`config.mk`:
```
export PLATFORM = sky130hd
export DESIGN_NAME = imem_fetch_ctrl_flat
export DESIGN_NICKNAME = d
export VERILOG_FILES = /design/src/rtl/fetch_pkg.sv /design/src/rtl/imem_fetch_ctrl_if.sv /design/src/rtl/fetch_fifo.sv /design/src/rtl/imem_fetch_ctrl.sv /design/src/flat_wrapper.sv
export SDC_FILE = /design/constraint.sdc
export NUM_CORES = 1
export LEC_CHECK = 0
export ABC_AREA = 1
export CORE_UTILIZATION = 55
export DETAILED_ROUTE_END_ITERATION = 10
export GPL_TIMING_DRIVEN = 0
export PLACE_DENSITY = 0.83
export SETUP_SLACK_MARGIN = 0.3
export SKIP_CTS_REPAIR_TIMING = 1
export SYNTH_ARGS = -nofsm -noshare
export SYNTH_HDL_FRONTEND = slang
export SYNTH_SLANG_ARGS = --single-unit
```
`constraint.sdc`:
```
create_clock -name clk -period 18.36 [get_ports clk]
set_input_delay 2.754 -clock clk [delete_from_list [all_inputs] [get_ports clk]]
set_output_delay 2.754 -clock clk [all_outputs]
set_load 0.03 [all_outputs]
```
`src/rtl/fetch_pkg.sv`:
```
// Shared types and constants for the instruction-fetch controller.
//   fetch_state_t : controller FSM states
//   fetch_entry_t : one prefetch FIFO entry, {pc, instr}
//   NOP_INSTR     : value shown on if_instr before anything has been fetched
//   PC_STEP       : byte increment between sequential instruction words
package fetch_pkg;

  typedef enum logic [1:0] {IDLE, RUN, DRAIN, DONE} fetch_state_t;

  typedef struct packed {
    logic [31:0] pc;
    logic [31:0] instr;
  } fetch_entry_t;

  localparam logic [31:0] NOP_INSTR = 32'h0800_0000;
  localparam logic [31:0] PC_STEP   = 32'd4;

endpackage

```
`src/rtl/imem_fetch_ctrl_if.sv`:
```
// Fetch-side bus bundle: instruction-memory port, decode handshake and the
// redirect request from execute.
//   master : the fetch controller (drives imem_addr and the if_* head outputs)
//   slave  : memory / decode / execute environment
interface imem_fetch_ctrl_if;
  import fetch_pkg::*;

  logic [31:0] imem_addr;
  logic [31:0] imem_rdata;
  logic        if_valid;
  logic [31:0] if_instr;
  logic [31:0] if_pc;
  logic        id_ready;
  logic        redirect_valid;
  logic [31:0] redirect_pc;

  modport master (
    output imem_addr, if_valid, if_instr, if_pc,
    input  imem_rdata, id_ready, redirect_valid, redirect_pc
  );

  modport slave (
    input  imem_addr, if_valid, if_instr, if_pc,
    output imem_rdata, id_ready, redirect_valid, redirect_pc
  );

endinterface

```
`src/rtl/fetch_fifo.sv`:
```
// Small prefetch FIFO with synchronous flush.
//   clk, reset  : clock, synchronous active-high reset
//   flush       : drop all entries (wins over push/pop)
//   push, wdata : enqueue; allowed while full only together with pop
//   pop         : dequeue head; caller guarantees not empty
//   rdata       : head entry, or the last head shown once the FIFO is empty
//   full, empty : occupancy flags; last = exactly one entry
module fetch_fifo #(
  parameter int             DEPTH     = 2,
  parameter int             W         = 64,
  parameter logic [W-1:0]   HOLD_INIT = '0
) (
  input  logic         clk,
  input  logic         reset,
  input  logic         flush,
  input  logic         push,
  input  logic         pop,
  input  logic [W-1:0] wdata,
  output logic [W-1:0] rdata,
  output logic         full,
  output logic         empty,
  output logic         last
);
  localparam int AW = $clog2(DEPTH);

  logic [DEPTH-1:0][W-1:0] mem;
  logic [AW-1:0]           wp, rp;
  logic [AW:0]             cnt;
  logic [W-1:0]            hold_q;

  assign full  = (cnt == (AW+1)'(DEPTH));
  assign empty = (cnt == '0);
  assign last  = (cnt == (AW+1)'(1));
  // Head output never goes X: when empty it keeps showing the last head.
  assign rdata = empty ? hold_q : mem[rp];

  always_ff @(posedge clk) begin
    if (reset) begin
      wp     <= '0;
      rp     <= '0;
      cnt    <= '0;
      hold_q <= HOLD_INIT;
    end else begin
      if (!empty) hold_q <= mem[rp];
      if (flush) begin
        wp  <= '0;
        rp  <= '0;
        cnt <= '0;
      end else begin
        if (push) begin
          mem[wp] <= wdata;
          wp      <= wp + AW'(1);
        end
        if (pop) rp <= rp + AW'(1);
        case ({push, pop})
          2'b10:   cnt <= cnt + (AW+1)'(1);
          2'b01:   cnt <= cnt - (AW+1)'(1);
          default: cnt <= cnt;
        endcase
      end
    end
  end

endmodule

```
`src/rtl/imem_fetch_ctrl.sv`:
```
// Instruction-fetch controller: owns the PC, drives instruction memory,
// captures {pc, instr} into a prefetch FIFO consumed by decode, applies
// branch redirects and reports when the loaded program has been drained.
//   clk, reset  : clock, synchronous active-high reset
//   start       : leave IDLE and begin fetching at the current PC
//   bus         : memory port, decode handshake, redirect (master side)
//   done        : program fully fetched and drained
//   fetch_count : instructions enqueued since reset, saturating
module imem_fetch_ctrl
  import fetch_pkg::*;
#(
  parameter logic [31:0] RESET_PC   = 32'h0000_0000,
  parameter logic [20:0] LAST_WORD  = 21'd9,
  parameter int          FIFO_DEPTH = 2
) (
  input  logic               clk,
  input  logic               reset,
  input  logic               start,
  imem_fetch_ctrl_if.master  bus,
  output logic               done,
  output logic [15:0]        fetch_count
);

  fetch_state_t state_q, state_d;
  logic [31:0]  pc_q, pc_d;
  logic [15:0]  cnt_q, cnt_d;
  logic         redir, push, pop, flush;
  logic         full, empty, last;
  fetch_entry_t wentry, head;
  logic         unused_redir_lsb;

  assign unused_redir_lsb = ^bus.redirect_pc[1:0];

  // Redirects only matter once fetching has been started.
  assign redir = bus.redirect_valid && (state_q != IDLE);
  assign pop   = bus.if_valid && bus.id_ready && !redir;

  assign wentry = '{pc: pc_q, instr: bus.imem_rdata};

  fetch_fifo #(
    .DEPTH     (FIFO_DEPTH),
    .W         ($bits(fetch_entry_t)),
    .HOLD_INIT ({32'h0, NOP_INSTR})
  ) u_fifo (
    .clk   (clk),
    .reset (reset),
    .flush (flush),
    .push  (push),
    .pop   (pop),
    .wdata (wentry),
    .rdata (head),
    .full  (full),
    .empty (empty),
    .last  (last)
  );

  assign bus.imem_addr = pc_q;
  assign bus.if_valid  = !empty;
  assign bus.if_pc     = head.pc;
  assign bus.if_instr  = head.instr;
  assign done          = (state_q == DONE);
  assign fetch_count   = cnt_q;

  always_comb begin
    state_d = state_q;
    pc_d    = pc_q;
    cnt_d   = cnt_q;
    push    = 1'b0;
    flush   = 1'b0;
    if (redir) begin
      flush   = 1'b1;
      pc_d    = {bus.redirect_pc[31:2], 2'b00};
      state_d = RUN;
    end else begin
      case (state_q)
        IDLE:  if (start) state_d = RUN;
        RUN: begin
          if (pc_q[22:2] > LAST_WORD) begin
            state_d = DRAIN;
          end else if (!full || pop) begin
            push = 1'b1;
            pc_d = pc_q + PC_STEP;
            if (cnt_q != 16'hFFFF) cnt_d = cnt_q + 16'd1;
          end
        end
        // Finish as soon as the FIFO is empty after this edge.
        DRAIN: if (empty || (last && pop)) state_d = DONE;
        DONE:  ;
        default: state_d = IDLE;
      endcase
    end
  end

  always_ff @(posedge clk) begin
    if (reset) begin
      state_q <= IDLE;
      pc_q    <= RESET_PC;
      cnt_q   <= '0;
    end else begin
      state_q <= state_d;
      pc_q    <= pc_d;
      cnt_q   <= cnt_d;
    end
  end

endmodule

```
`src/flat_wrapper.sv`:
```
// flat-port wrapper written by rule: the top's interface ports become plain ports
module imem_fetch_ctrl_flat import fetch_pkg::*;
#(
  parameter logic [31:0] RESET_PC   = 32'h0000_0000,
  parameter logic [20:0] LAST_WORD  = 21'd9,
  parameter int          FIFO_DEPTH = 2
)
  (clk, reset, start, done, fetch_count, bus_imem_addr, bus_if_valid, bus_if_instr, bus_if_pc, bus_imem_rdata, bus_id_ready, bus_redirect_valid, bus_redirect_pc);
  imem_fetch_ctrl_if bus_i ();
  input  logic clk;
  input  logic reset;
  input  logic start;
  output logic done;
  output logic [15:0] fetch_count;
  output wire logic [$bits(bus_i.imem_addr)-1:0] bus_imem_addr;
  output wire logic [$bits(bus_i.if_valid)-1:0] bus_if_valid;
  output wire logic [$bits(bus_i.if_instr)-1:0] bus_if_instr;
  output wire logic [$bits(bus_i.if_pc)-1:0] bus_if_pc;
  input wire logic [$bits(bus_i.imem_rdata)-1:0] bus_imem_rdata;
  input wire logic [$bits(bus_i.id_ready)-1:0] bus_id_ready;
  input wire logic [$bits(bus_i.redirect_valid)-1:0] bus_redirect_valid;
  input wire logic [$bits(bus_i.redirect_pc)-1:0] bus_redirect_pc;
  assign bus_imem_addr = bus_i.imem_addr;
  assign bus_if_valid = bus_i.if_valid;
  assign bus_if_instr = bus_i.if_instr;
  assign bus_if_pc = bus_i.if_pc;
  assign bus_i.imem_rdata = bus_imem_rdata;
  assign bus_i.id_ready = bus_id_ready;
  assign bus_i.redirect_valid = bus_redirect_valid;
  assign bus_i.redirect_pc = bus_redirect_pc;
  imem_fetch_ctrl #(.RESET_PC(RESET_PC), .LAST_WORD(LAST_WORD), .FIFO_DEPTH(FIFO_DEPTH)) u_core (.clk(clk), .reset(reset), .start(start), .bus(bus_i), .done(done), .fetch_count(fetch_count));
endmodule
```
==> After elaboration in Yosys (flattened, before gate mapping) <==
Cells that the tools add are included.
{ "word_totals": {"register_bits": 246, "latchBits": 0, "mem_bits_rw": 0, "romBits": 0, "in_bits": 69, "output_inout_bits": 114, "elab_cells": 87, "n_memories": 0} }
{ "op_classes": {"addsub": 6, "multipliers": 0, "div_mod_pow": 0, "magnitude_cmp": 4, "n_eq_ne": 15, "shift": 0, "n_mux": 21, "n_bitwise": 4, "reduce_logical": 26} }
{ "op_table": {"columns": ["cell", "count"], "rows": [
  ["2-to-1 mux 64 bit", 4],
  ["bitwise mux 128 bit", 1],
  ["2-to-1 mux 32 bit", 4],
  ["demux 64 bit (select 1 bit)", 1],
  ["adder 32 x 3 -> 32 bit, second input constant", 1],
  ["> comparator 21 x 4 -> 1 bit, second input constant", 1],
  ["adder 16 x 1 -> 16 bit, second input constant", 1],
  ["!= test 16 bit, second input constant", 1],
  ["AND reduction 3 bit", 3],
  ["== test 2 bit, second input constant", 4],
  ["AND reduction 4 bit", 2],
  ["nonzero test 2 bit", 4],
  ["== test 2 x 1 -> 1 bit, second input constant", 3],
  ["2-to-1 mux 1 bit", 6],
  ["2-to-1 mux 2 bit", 3],
  ["!= test 2 x 1 -> 1 bit, second input constant", 3],
  ["!= test 3 x 1 -> 1 bit, second input constant", 2],
  ["one-hot mux 2 bit (3 select lines)", 1],
  ["logical AND 1 bit", 5],
  ["AND reduction 5 bit", 1],
  ["zero test 2 bit", 2],
  ["< comparator 1 x 2 -> 1 bit, second input constant", 2],
  ["NOT 1 bit", 4],
  ["one-hot mux 2 bit (2 select lines)", 1],
  ["other kinds (11)", 16]
]} }

==> Logic depth before layout (Yosys ltp) <==
{ "logic_depth": {"word_depth": 11, "ltp_mapped": 13, "mapped_depth_nobuf": 13} }

==> Modules after synthesis <==
A second synthesis with hierarchy kept.
{ "hier_totals": {"cells_unflattened": 1300, "hier_area_um2": 11081.9} }
{ "modules_own_cells": {"columns": ["module", "n_inst", "cells_each", "area_each_um2", "seq_area_each_um2"], "rows": [
  ["fetch_fifo", 1, 710, 7483.4, 5205.0],
  ["imem_fetch_ctrl", 1, 590, 3598.5, 960.9]
]} }

==> Worst setup path after synthesis <==
OpenSTA, ideal clock, no wires.
{ "synth_timing": {"path_kind": "input to register", "startpoint": "input bus_redirect_valid", "endpoint": "register u_core.u_fifo.mem[0] in the netlist's numbering (enable)", "setup_time_ps": 558, "arrival_time_ps": 7545, "required_time_ps": 17802, "path_slack_ps": 10256, "path_stages": 6, "path_buffers": 1, "cell_sequence": "nand2_4 -> inv_1 -> buf_2 -> nor2_1 -> inv_1 -> nor3_1"} }
{ "synth_via": {"elab_chain_cells": 9, "elab_cells_between_ends": 11, "classes_between": "mux: 5; bitwise: 1; reduce/logical: 5"} }
{ "synth_rtl": {"columns": ["element", "line", "source"], "rows": [
  ["start, declared", "flat_wrapper.sv:21", "input wire logic [$bits(bus_i.redirect_valid)-1:0] bus_redirect_valid;"],
  ["logical AND 1 bit (*)", "imem_fetch_ctrl.sv:35", "assign redir = bus.redirect_valid && (state_q != IDLE);"],
  ["zero test 1 bit", "imem_fetch_ctrl.sv:36", "assign pop = bus.if_valid && bus.id_ready && !redir;"],
  ["logical AND 1 bit", "imem_fetch_ctrl.sv:36", null],
  ["logical OR 1 bit", "imem_fetch_ctrl.sv:80", "end else if (!full || pop) begin"],
  ["2-to-1 mux 1 bit", "imem_fetch_ctrl.sv:80", null],
  ["2-to-1 mux 1 bit", "imem_fetch_ctrl.sv:78", "if (pc_q[22:2] > LAST_WORD) begin"],
  ["2-to-1 mux 1 bit", "imem_fetch_ctrl.sv:75", "case (state_q)"],
  ["2-to-1 mux 1 bit", "imem_fetch_ctrl.sv:70", "if (redir) begin"],
  ["AND reduction 3 bit (no line) (*)", null, null],
  ["end signal, assigned by index", "fetch_fifo.sv:51", "mem[wp] <= wdata;"],
  ["end, declared", "fetch_fifo.sv:26", "logic [DEPTH-1:0][W-1:0] mem;"]
]} }
Every way passes the cells marked *; elsewhere a longest branch is shown, timed or not.
A chain may end at the register's enable or synchronous reset.

==> Worst setup path after layout <==
{ "layout_timing": {"startpoint": "register u_core.u_fifo.cnt[0]", "endpoint": "output bus_if_pc[26]"} }
{ "layout_via": {"elab_chain_cells": 2} }
{ "layout_rtl": {"columns": ["element", "line", "source"], "rows": [
  ["start, declared", "fetch_fifo.sv:28", "logic [AW:0] cnt;"],
  ["start signal, assigned", "fetch_fifo.sv:56", "2'b10: cnt <= cnt + (AW+1)'(1);"],
  ["start signal, assigned", "fetch_fifo.sv:57", "2'b01: cnt <= cnt - (AW+1)'(1);"],
  ["start signal, assigned", "fetch_fifo.sv:58", "default: cnt <= cnt;"],
  ["zero test 2 bit", "fetch_fifo.sv:32", "assign empty = (cnt == '0);"],
  ["2-to-1 mux 64 bit", null, null],
  ["end, declared", "flat_wrapper.sv:18", "output wire logic [$bits(bus_i.if_pc)-1:0] bus_if_pc;"]
]} }
Every way passes these cells.

==> summary.txt <==
Status
  • Status: finished clean

Floorplanning
  • Boundary Pins: 183
  • Core area: 18000 um2
  • Rows: 49
  • Die Y: 137 um
  • Die area: 18900 um2
  • Initial Util: 56.1%
  • Chip width: 137 um

Placement
  • Placed Area: 12300 um2
  • RePlAce Congestion: 0.854
  • Setup slack at placement: 12.85 ns
  • IO buf count: 178
  • Post-DP HPWL: 17.4 mm

Clock tree
  • Reg clk slew, reported paths: 0.06 ns
  • Clk Latency, worst-skew pair: 0.51 ns
  • CTS tree: built
  • CTS buffer count: 24
  • CTS Buffer Depth: 3
  • Clock H-tree levels: 1
  • Sink Count: 240
  • Root Driver: clkbuf_16

Global routing
  • Largest net degree at the start of global routing: 15
  • Vias in the first global route: 7737
  • GRT busiest layer: met2
  • All-Layer GR Usage: 26.2%
  • Initial antenna violation count: 0
  • Met1 Usage GRT: 33.8%
  • Total grt overflow: 0
  • Grt met2 use: 45.6%
  • First-pass GRT wire length: 38.2 mm
  • Met3 Use GR: 4.23%

Yosys
  • Post-synthesis adder-cell area fraction: 1.36%
  • Seq cells post-synth: 240
  • Mux contribution to synthesized area: 0%
  • Complex-gate fraction of the synthesized area: 11.2%
  • Simple logic cell fraction of the synthesized area: 18.2%
  • Gate Count Post-Synth: 1082
  • Synthesized area per cell: 9.32 um2
  • Largest family of logic cells by synthesized area: simple AND/OR/NAND/NOR gates
  • Seq/Total Area, Yosys: 60.0%
  • Ys Warns: 0
  • Distinct cells, synth: 37
  • Post-synthesis cell area: 10100 um2
  • Post-Synth XOR/XNOR Area: 0.174%

Routing
  • Total Wirelength: 24.5 mm
  • DR iter-0 viols: 469
  • Via count: 7964
  • DR WL/cell: 15.8 um
  • # DRC: 0
  • Detail Route Antenna Nets: 0
  • Drt first pass iters: 5
  • Vias per Instance: 5.15

Final layout
  • Nets@finish: 1380
  • Ant diodes: 0
  • Area Growth Syn to Fin: 30.0%
  • Finished Cell Area: 13100 um2
  • Layout cells sized above 1: 11.0%

Power and ir drop
  • Tot Pwr: 2.33 mW
  • Leakage power: 4.77 nW
  • Pwr dens: 178 nW/um2
  • VDD IR max: 132 uV

STA
  • Final Max Slew Viols: 0
  • Crit path time final: 5.91 ns
  • Achievable frequency: 169 MHz
  • Post-route clock period utilization: 32.2%
  • Rel. slew slack: 52.6%
  • Final Worst Setup Slack: 12.45 ns
  • RSZ-0062 raised after global routing: no
  • Clock Skews: 0.0193 ns
  • Final Setup Violations: 0
  • Setup TNS: 0 ns
  • Worst slew pin tran: 0.711 ns
  • Final Hold Fails: 0

Worst hold path
  • Min-delay worst type: flop to flop

Critical path
  • Worst EP required: 15.61 ns
  • Critical path capture point type: output pin
  • Crit path max fanout: 10
  • Worst reg-to-reg setup slack: 15.36 ns
  • Crit start category: flop
  • Crit Path Class: flop to output pin
  • CP Data Arrival Time: 3.15 ns

Job
  • Max-cap violations: 0
-- synth_stat cells, drive strengths merged --
master	instances	share of area, %
o2111ai	1	0.087
edfxtp	124	37
conb	1	0.037
ha	11	1.4
a31oi	6	0.37
o21ai	80	4.0
a211oi	1	0.074
and3	1	0.062
buf	15	0.93
nor3	11	0.60
a21oi	40	2.0
o21bai	2	0.15
nand2	141	5.4
inv	186	6.9
xor2	2	0.17
o211ai	61	4.5
nand3	37	2.1
or2	63	3.9
nand3b	1	0.074
nor2	143	5.6
clkbuf	32	1.2
dfxtp	116	23
nor3b	1	0.074
nand4	6	0.37
-- metrics by stage --
| stage | hold WS [ns] | std cells | utilization [%] |
|---|---|---|---|
| floorplan | 0.425 | 1083 | - |
| global placement | 0.437 | 1490 | 67.7 |
| detailed placement | 0.444 | 1503 | 68.5 |
| CTS | 0.453 | 1547 | 73.0 |
| global route | 0.489 | 1547 | 73.0 |
| finish | 0.452 | 1547 | 73.0 |
-- cells in the final DEF (no fill, tap or decap), drive strengths merged, types with 6 or more instances in the layout --
cell type	count
clkdlybuf4s50	178
clkinv	6
a21oi	40
buf	28
inv	186
o21ai	80
clkbuf	66
nand3	37
or2	63
dfxtp	116
ha	11
a31oi	6
nand2	141
o211ai	61
edfxtp	124
nor3	11
nand4	6
nor2	143
-- report_power, final --
group          leakage (nW)  total [mW]  switching, mW  internal [mW]
combinational          2.31        1.11          0.703          0.402
clock                 0.385       0.491          0.199          0.293
sequential             2.07       0.730         0.0608          0.670
-- worst paths after layout --
path | startpoint | endpoint | cells after the start
worst max register to register | u_core.u_fifo.cnt[0]$_SDFFE_PP0P_ | u_core.u_fifo.mem[21]$_DFFE_PP_ | 10
worst min register to register | u_core.u_fifo.hold_q[32]$_SDFF_PP0_ | u_core.u_fifo.hold_q[32]$_SDFF_PP0_ | 2
worst min-delay path | u_core.u_fifo.hold_q[32]$_SDFF_PP0_ | u_core.u_fifo.hold_q[32]$_SDFF_PP0_ | 2
worst max-delay path | u_core.u_fifo.cnt[0]$_SDFFE_PP0P_ | bus_if_pc[26] | 8
-- sequential cells by signal, summed over array words and instances, names as in the netlist --
name	cells
u_core.bus.imem_addr	30
u_core.u_fifo.mem	124
u_core.u_fifo.wp	1
u_core.fetch_count	16
u_core.u_fifo.hold_q	64
u_core.u_fifo.rp	1
u_core.state_q	2
u_core.u_fifo.cnt	2
-- metal layers --
| metal | routed length (um) | up-vias | part of all wire (%) |
|---|---|---|---|
| met5 | 0 | - | 0 |
| met4 | 397 | 0 | 1.6 |
| met3 | 1630 | 36 | 6.7 |
| met2 | 12000 | 264 | 49 |
| met1 | 10400 | 3704 | 43 |
| li1 | - | 3960 | - |
-- critical path: stages, from the launching register on --
cell and delay, ns:
dfxtp_1 0.37, inv_1 0.08, ha_1 0.28, inv_2 0.22
buf_2 0.34, buf_2 0.28, o211ai_1 0.12, o21ai_0 0.17
clkdlybuf4s50_1 0.76
-- cells by family after synthesis --
family | Yosys count
simple gates | 404
other cells | 1
fa+ha+maj | 11
xor+xnor | 2
flops | 240
buf+inv | 233
compound gates | 191
-- area by class of cell --
type	instances	area, um2
plain buffers	47	214
clock buffers	34	699
clock inverters	10	100
fillers	1311	4860
inverters	186	698
multi-input cells	610	3140
flip-flops and latches	240	6050
well taps	229	287
repair buffers	191	1920
No activity file was read; power rests on OpenSTA's default activity.
